==> src/rtl/cas_pkg.sv <==
// Shared types and constants for the Acorn 1200-baud cassette tape-signal generator.
package cas_pkg;

    typedef enum logic [1:0] {
        StIdle,
        StLeader,
        StCarrier,
        StData
    } cas_state_e;

    localparam int unsigned CAS_CLKS_PER_BIT = 1024;
    localparam int unsigned CAS_FRAME_BITS   = 10;
    localparam int unsigned CAS_LEADER_BITS  = 6144;

    // Square-wave level at count cnt of an n-clock cell: '0' is one full cycle, '1' is two.
    function automatic logic cas_level(input logic bit_v, input int unsigned cnt,
                                       input int unsigned n);
        if (bit_v) begin
            return (cnt < n / 4) || ((cnt >= n / 2) && (cnt < (3 * n) / 4));
        end
        return cnt < n / 2;
    endfunction

endpackage

==> src/rtl/cas_tone_cell.sv <==
// Bit-cell timer and registered square-wave generator; every cell begins with a rising edge.
module cas_tone_cell
    import cas_pkg::*;
#(
    parameter int unsigned CLKS_PER_BIT = CAS_CLKS_PER_BIT
) (
    input  logic clk,
    input  logic reset,
    input  logic enable,
    input  logic start,
    input  logic next_bit,
    output logic cell_end,
    output logic cas_out
);

    localparam int unsigned CW = $clog2(CLKS_PER_BIT);
    localparam logic [CW-1:0] LAST = CW'(CLKS_PER_BIT - 1);

    logic [CW-1:0] cell_cnt;
    logic [CW-1:0] cnt_d;
    logic          cell_bit;
    logic          bit_d;

    assign cell_end = (cell_cnt == LAST);

    always_comb begin
        cnt_d = cell_end ? '0 : cell_cnt + 1'b1;
        bit_d = cell_end ? next_bit : cell_bit;
    end

    always_ff @(posedge clk or posedge reset) begin
        if (reset) begin
            cell_cnt <= '0;
            cell_bit <= 1'b0;
            cas_out  <= 1'b0;
        end else if (!enable) begin
            cell_cnt <= '0;
            cell_bit <= 1'b0;
            cas_out  <= 1'b0;
        end else if (start) begin
            // First leader cell starts on this edge.
            cell_cnt <= '0;
            cell_bit <= 1'b1;
            cas_out  <= 1'b1;
        end else begin
            cell_cnt <= cnt_d;
            cell_bit <= bit_d;
            cas_out  <= cas_level(bit_d, 32'(cnt_d), CLKS_PER_BIT);
        end
    end

endmodule

==> src/rtl/cas_tape_player.sv <==
// Cassette tape player: leader, carrier and 8N1 frames in 1200/2400 Hz two-tone format.
module cas_tape_player
    import cas_pkg::*;
#(
    parameter int unsigned CLKS_PER_BIT = CAS_CLKS_PER_BIT,
    parameter int unsigned LEADER_BITS  = CAS_LEADER_BITS
) (
    input  logic       clk,
    input  logic       reset,
    input  logic       motor_on,
    input  logic [7:0] in_data,
    input  logic       in_valid,
    output logic       in_ready,
    output logic       cas_out,
    output logic       leader,
    output logic       busy
);

    localparam logic [3:0] LAST_IDX = 4'(CAS_FRAME_BITS - 1);

    cas_state_e state, state_d;
    logic [15:0] lead_cnt;
    logic [3:0]  bit_idx;
    logic [9:0]  frame;
    logic [7:0]  hold_data;
    logic        hold_full;
    logic        next_bit;
    logic        load;
    logic        accept;
    logic        cell_end;

    assign in_ready = !hold_full && motor_on && !reset;
    assign accept   = in_valid && in_ready;

    always_comb begin
        state_d  = state;
        next_bit = 1'b1;
        load     = 1'b0;
        if (!motor_on) begin
            state_d = StIdle;
        end else begin
            unique case (state)
                StIdle: state_d = StLeader;
                StLeader: begin
                    if (cell_end && lead_cnt <= 16'd1) begin
                        load    = hold_full;
                        state_d = hold_full ? StData : StCarrier;
                    end
                end
                StCarrier: begin
                    if (cell_end && hold_full) begin
                        load    = 1'b1;
                        state_d = StData;
                    end
                end
                StData: begin
                    if (cell_end) begin
                        if (bit_idx == LAST_IDX) begin
                            load    = hold_full;
                            state_d = hold_full ? StData : StCarrier;
                        end else begin
                            next_bit = frame[bit_idx + 4'd1];
                        end
                    end
                end
            endcase
        end
        // A freshly loaded frame always opens with its start bit.
        if (load) next_bit = 1'b0;
    end

    always_ff @(posedge clk or posedge reset) begin
        if (reset) begin
            state     <= StIdle;
            lead_cnt  <= '0;
            bit_idx   <= '0;
            frame     <= '0;
            hold_data <= '0;
            hold_full <= 1'b0;
            leader    <= 1'b0;
            busy      <= 1'b0;
        end else begin
            state  <= state_d;
            leader <= (state_d == StLeader);
            busy   <= (state_d == StData);
            if (!motor_on) begin
                hold_full <= 1'b0;
                bit_idx   <= '0;
                lead_cnt  <= '0;
            end else begin
                if (state == StIdle) begin
                    lead_cnt <= 16'(LEADER_BITS);
                end else if (state == StLeader && cell_end && lead_cnt != 16'd0) begin
                    lead_cnt <= lead_cnt - 16'd1;
                end
                if (load) begin
                    frame     <= {1'b1, hold_data, 1'b0};
                    bit_idx   <= '0;
                    hold_full <= 1'b0;
                end else if (state_d != StData) begin
                    bit_idx <= '0;
                end else if (cell_end) begin
                    bit_idx <= bit_idx + 4'd1;
                end
                if (accept) begin
                    hold_data <= in_data;
                    hold_full <= 1'b1;
                end
            end
        end
    end

    cas_tone_cell #(
        .CLKS_PER_BIT(CLKS_PER_BIT)
    ) u_tone (
        .clk      (clk),
        .reset    (reset),
        .enable   (motor_on),
        .start    (state == StIdle),
        .next_bit (next_bit),
        .cell_end (cell_end),
        .cas_out  (cas_out)
    );

endmodule

==> config.mk <==
export PLATFORM = sky130hd
export DESIGN_NAME = cas_tape_player
export DESIGN_NICKNAME = d
export VERILOG_FILES = /design/src/rtl/cas_pkg.sv /design/src/rtl/cas_tone_cell.sv /design/src/rtl/cas_tape_player.sv
export SDC_FILE = /design/constraint.sdc
export NUM_CORES = 1
export LEC_CHECK = 0
export CAP_MARGIN = 20
export CORE_UTILIZATION = 45
export DETAILED_ROUTE_END_ITERATION = 8
export GPL_TIMING_DRIVEN = 0
export HOLD_SLACK_MARGIN = 0.15
export PLACE_DENSITY_LB_ADDON = 0.25
export SYNTH_ARGS = -nofsm -noshare
export SYNTH_HDL_FRONTEND = slang
export SYNTH_SLANG_ARGS = --single-unit
==> constraint.sdc <==
create_clock -name clk -period 5.4 [get_ports clk]
set_input_delay 1.08 -clock clk [delete_from_list [all_inputs] [get_ports clk]]
set_output_delay 1.08 -clock clk [all_outputs]
set_load 0.01 [all_outputs]
==> out/metrics.yaml <==
place:
  post-place-ws_ps: 1520
  postPlaceCellArea_sq_um: 2910
  gp_congestion: 0.819
  place_inst: 332
  dp_hpwl_microns: 3500
  port_buffers: 15
setup_path:
  cp_common_cell: "clkdlybuf4s50_1"
  cp_top_family: "buffers and inverters"
  cp-start-kind: "input port"
  slowest_stage: "clkdlybuf4s50_1"
  crit_type: "in2out"
  path_cells: "clkdlybuf4s50_1 > clkbuf_1 > nor3b_1 > clkdlybuf4s50_1"
  crit_arrival_ps: 2800
  required_ps: 4320
  critPathCaptureType: "output pin"
  cp_num_buf_inv: 3
  cp_max_fo: 10
  critPathMaxStageDelay_ps: 580
pwr:
  cellLeakagePower_nw: 1.28
  ir_worst_vdd_mv: 0.178
  total_power_mw: 0.815
  power.density_nw_per_um2: 267
floorplan:
  die_area_sq_um: 6200
  core_area_sq_um: 5570
  fp.dieH_microns: 78.7
  initial_core_util_pct: 47.5
  fp-row-count: 27
  pin_count: 16
  die_w_microns: 78.7
logic_synthesis:
  synth.most_common_cell: "dfrtp_1"
  synth_ff_type: "dfrtp_1"
  synth_edf_count: 0
  avgSynthCellArea_sq_um: 10.9
  synth_top_area_share_pct: 51.0
  yosysSeqAreaShare_pct: 51.0
  ys_types: 46
  synth_cells: 244
  synthArstFlopShare_pct: 100
  synth_common_cells: "54 x dfrtp_1, 33 x nor2_1, 17 x mux2_2"
  yosysWarnings: 0
  syn-num-nets: 261
  syn_area_sq_um: 2650
  synth-seq-cells: 54
  yosysTopAreaCell: "dfrtp_1"
  synth_area_leaders: "dfrtp_1 51%, mux2_2 7.2%, xor2_1 5.3%, nor2_1 4.7%, xnor2_1 2.6%"
route:
  detail-route-antenna-nets: 0
  vias: 1831
  first_pass_iters: 4
  drc: 0
  first_iter_violations: 73
  via_per_inst: 5.39
  detail_route.wl_per_cell_microns: 14.0
  routed_wirelength_microns: 4770
timing:
  rsz0062_at_grt: "false"
  holdWs_ps: 465
  relSlewSlack_pct: 44.7
  maxSlewViolCount: 0
  worstMarginPinSlew_ps: 823
  finalHoldViolations: 0
  fin_crit_ps: 3880
  min_period_over_period_pct: 71.9
  tns_ps: 0
  fin_ws_ps: 1520
  max_freq_mhz: 257
  setup_viol: 0
  skew_ps: 4.04
run_status:
  run_status: "complete, no violations"
global_routing:
  grt.total_usage_pct: 18.2
  grt_pass1_vias: 1857
  grt_pass1_wl_microns: 8690
  overflow: 0
  grt_max_degree: 33
  antenna_found_initial: 0
flow_run:
  maxCapViolCount: 0
final_layout:
  post-route-util_pct: 54.7
  fin_nets: 284
  fillCellCount: 486
  area_growth_syn_to_layout_pct: 15.2
  drive_gt1_share_pct: 14.6
  diodes: 0
  finish.instance_area_sq_um: 3050
  layout.cells.non_filler: 340
cts:
  root_buffer: "clkbuf_8"
  insertion_delay_ps: 300
  cts_tree: "yes"
  hold_buffers: 0
  cts_buffers: 5
  postCtsSetupBuffers: 0
  htree_levels: 2
  cts_resized: 0
  cts.path.max_buffers: 2
  clock_sinks: 54
  clk_pin_slew_worst_paths_ps: 90
hold_path:
  hp-class: "reg2reg"
==> final timing paths <==
kind | slack (ps) | end | from | cells after the start
max | 1520 | in_ready | motor_on | 4
min | 470 | u_tone.cell_cnt[0]$_DFF_PP0_ | u_tone.cell_cnt[0]$_DFF_PP0_ | 1
max reg2reg | 2900 | u_tone.cas_out$_DFF_PP0_ | bit_idx[1]$_DFFE_PP0P_ | 7
min reg2reg | 470 | u_tone.cell_cnt[0]$_DFF_PP0_ | u_tone.cell_cnt[0]$_DFF_PP0_ | 1
max in group asynchronous | 3720 | u_tone.cell_cnt[5]$_DFF_PP0_ | reset | 3
min in group asynchronous | 1140 | hold_data[5]$_DFFE_PP0P_ | reset | 2
==> per-layer routing <==
layer  track usage, %  wire length [microns]
met2             28.5                   2230
met4             5.00                     48
met1             25.7                   2350
met3             3.79                    145
met5                0                      0
==> cell usage in the layout (no fill, tap or decap), drive strengths merged, types with 7 or more instances in the layout <==
cell type,instances
clkbuf,11
mux2,17
dfrtp,54
nor2,33
inv,8
nor3,7
nand3,12
xnor2,8
clkdlybuf4s50,15
xor2,16
nand4,9
nand2,11
a21oi,7
==> sequential cells by signal (all words and copies together), names as in the netlist <==
name / flops
hold_data: 8
bit_idx: 4
frame: 9
state: 2
u_tone.cell_bit: 1
hold_full: 1
leader: 1
lead_cnt: 16
busy: 1
u_tone.cas_out: 1
u_tone.cell_cnt: 10
==> power by group <==
group | total [mW] | switching (mW) | internal [mW]
clock network | 0.327 | 0.129 | 0.198
registers | 0.432 | 0.0106 | 0.422
logic | 0.0559 | 0.0262 | 0.0298
total | 0.815 | 0.166 | 0.649
==> logic make-up after synthesis <==
logic type,synth area share (%)
xor gates and xnor gates,7.94
adders and majority gates,2.36
buffers and inverters,2.31
and+or+nand+nor,20.0
DFF,51.0
AOI/OAI and AO/OA,7.94
muxes,8.46
==> area by class of cell <==
class | instances | area (sq um) | share of cell area (%)
Sequential cell | 54 | 1350 | 44.3
Multi-Input combinational cell | 175 | 1240 | 40.5
Inverter | 8 | 30.0 | 0.984
Timing Repair Buffer | 16 | 170 | 5.58
Tap cell | 72 | 90.1 | 2.95
Clock inverter | 2 | 60.1 | 1.97
Clock buffer | 6 | 82.6 | 2.71
Buffer | 7 | 31.3 | 1.03
Power figures use the tool's default switching activity.
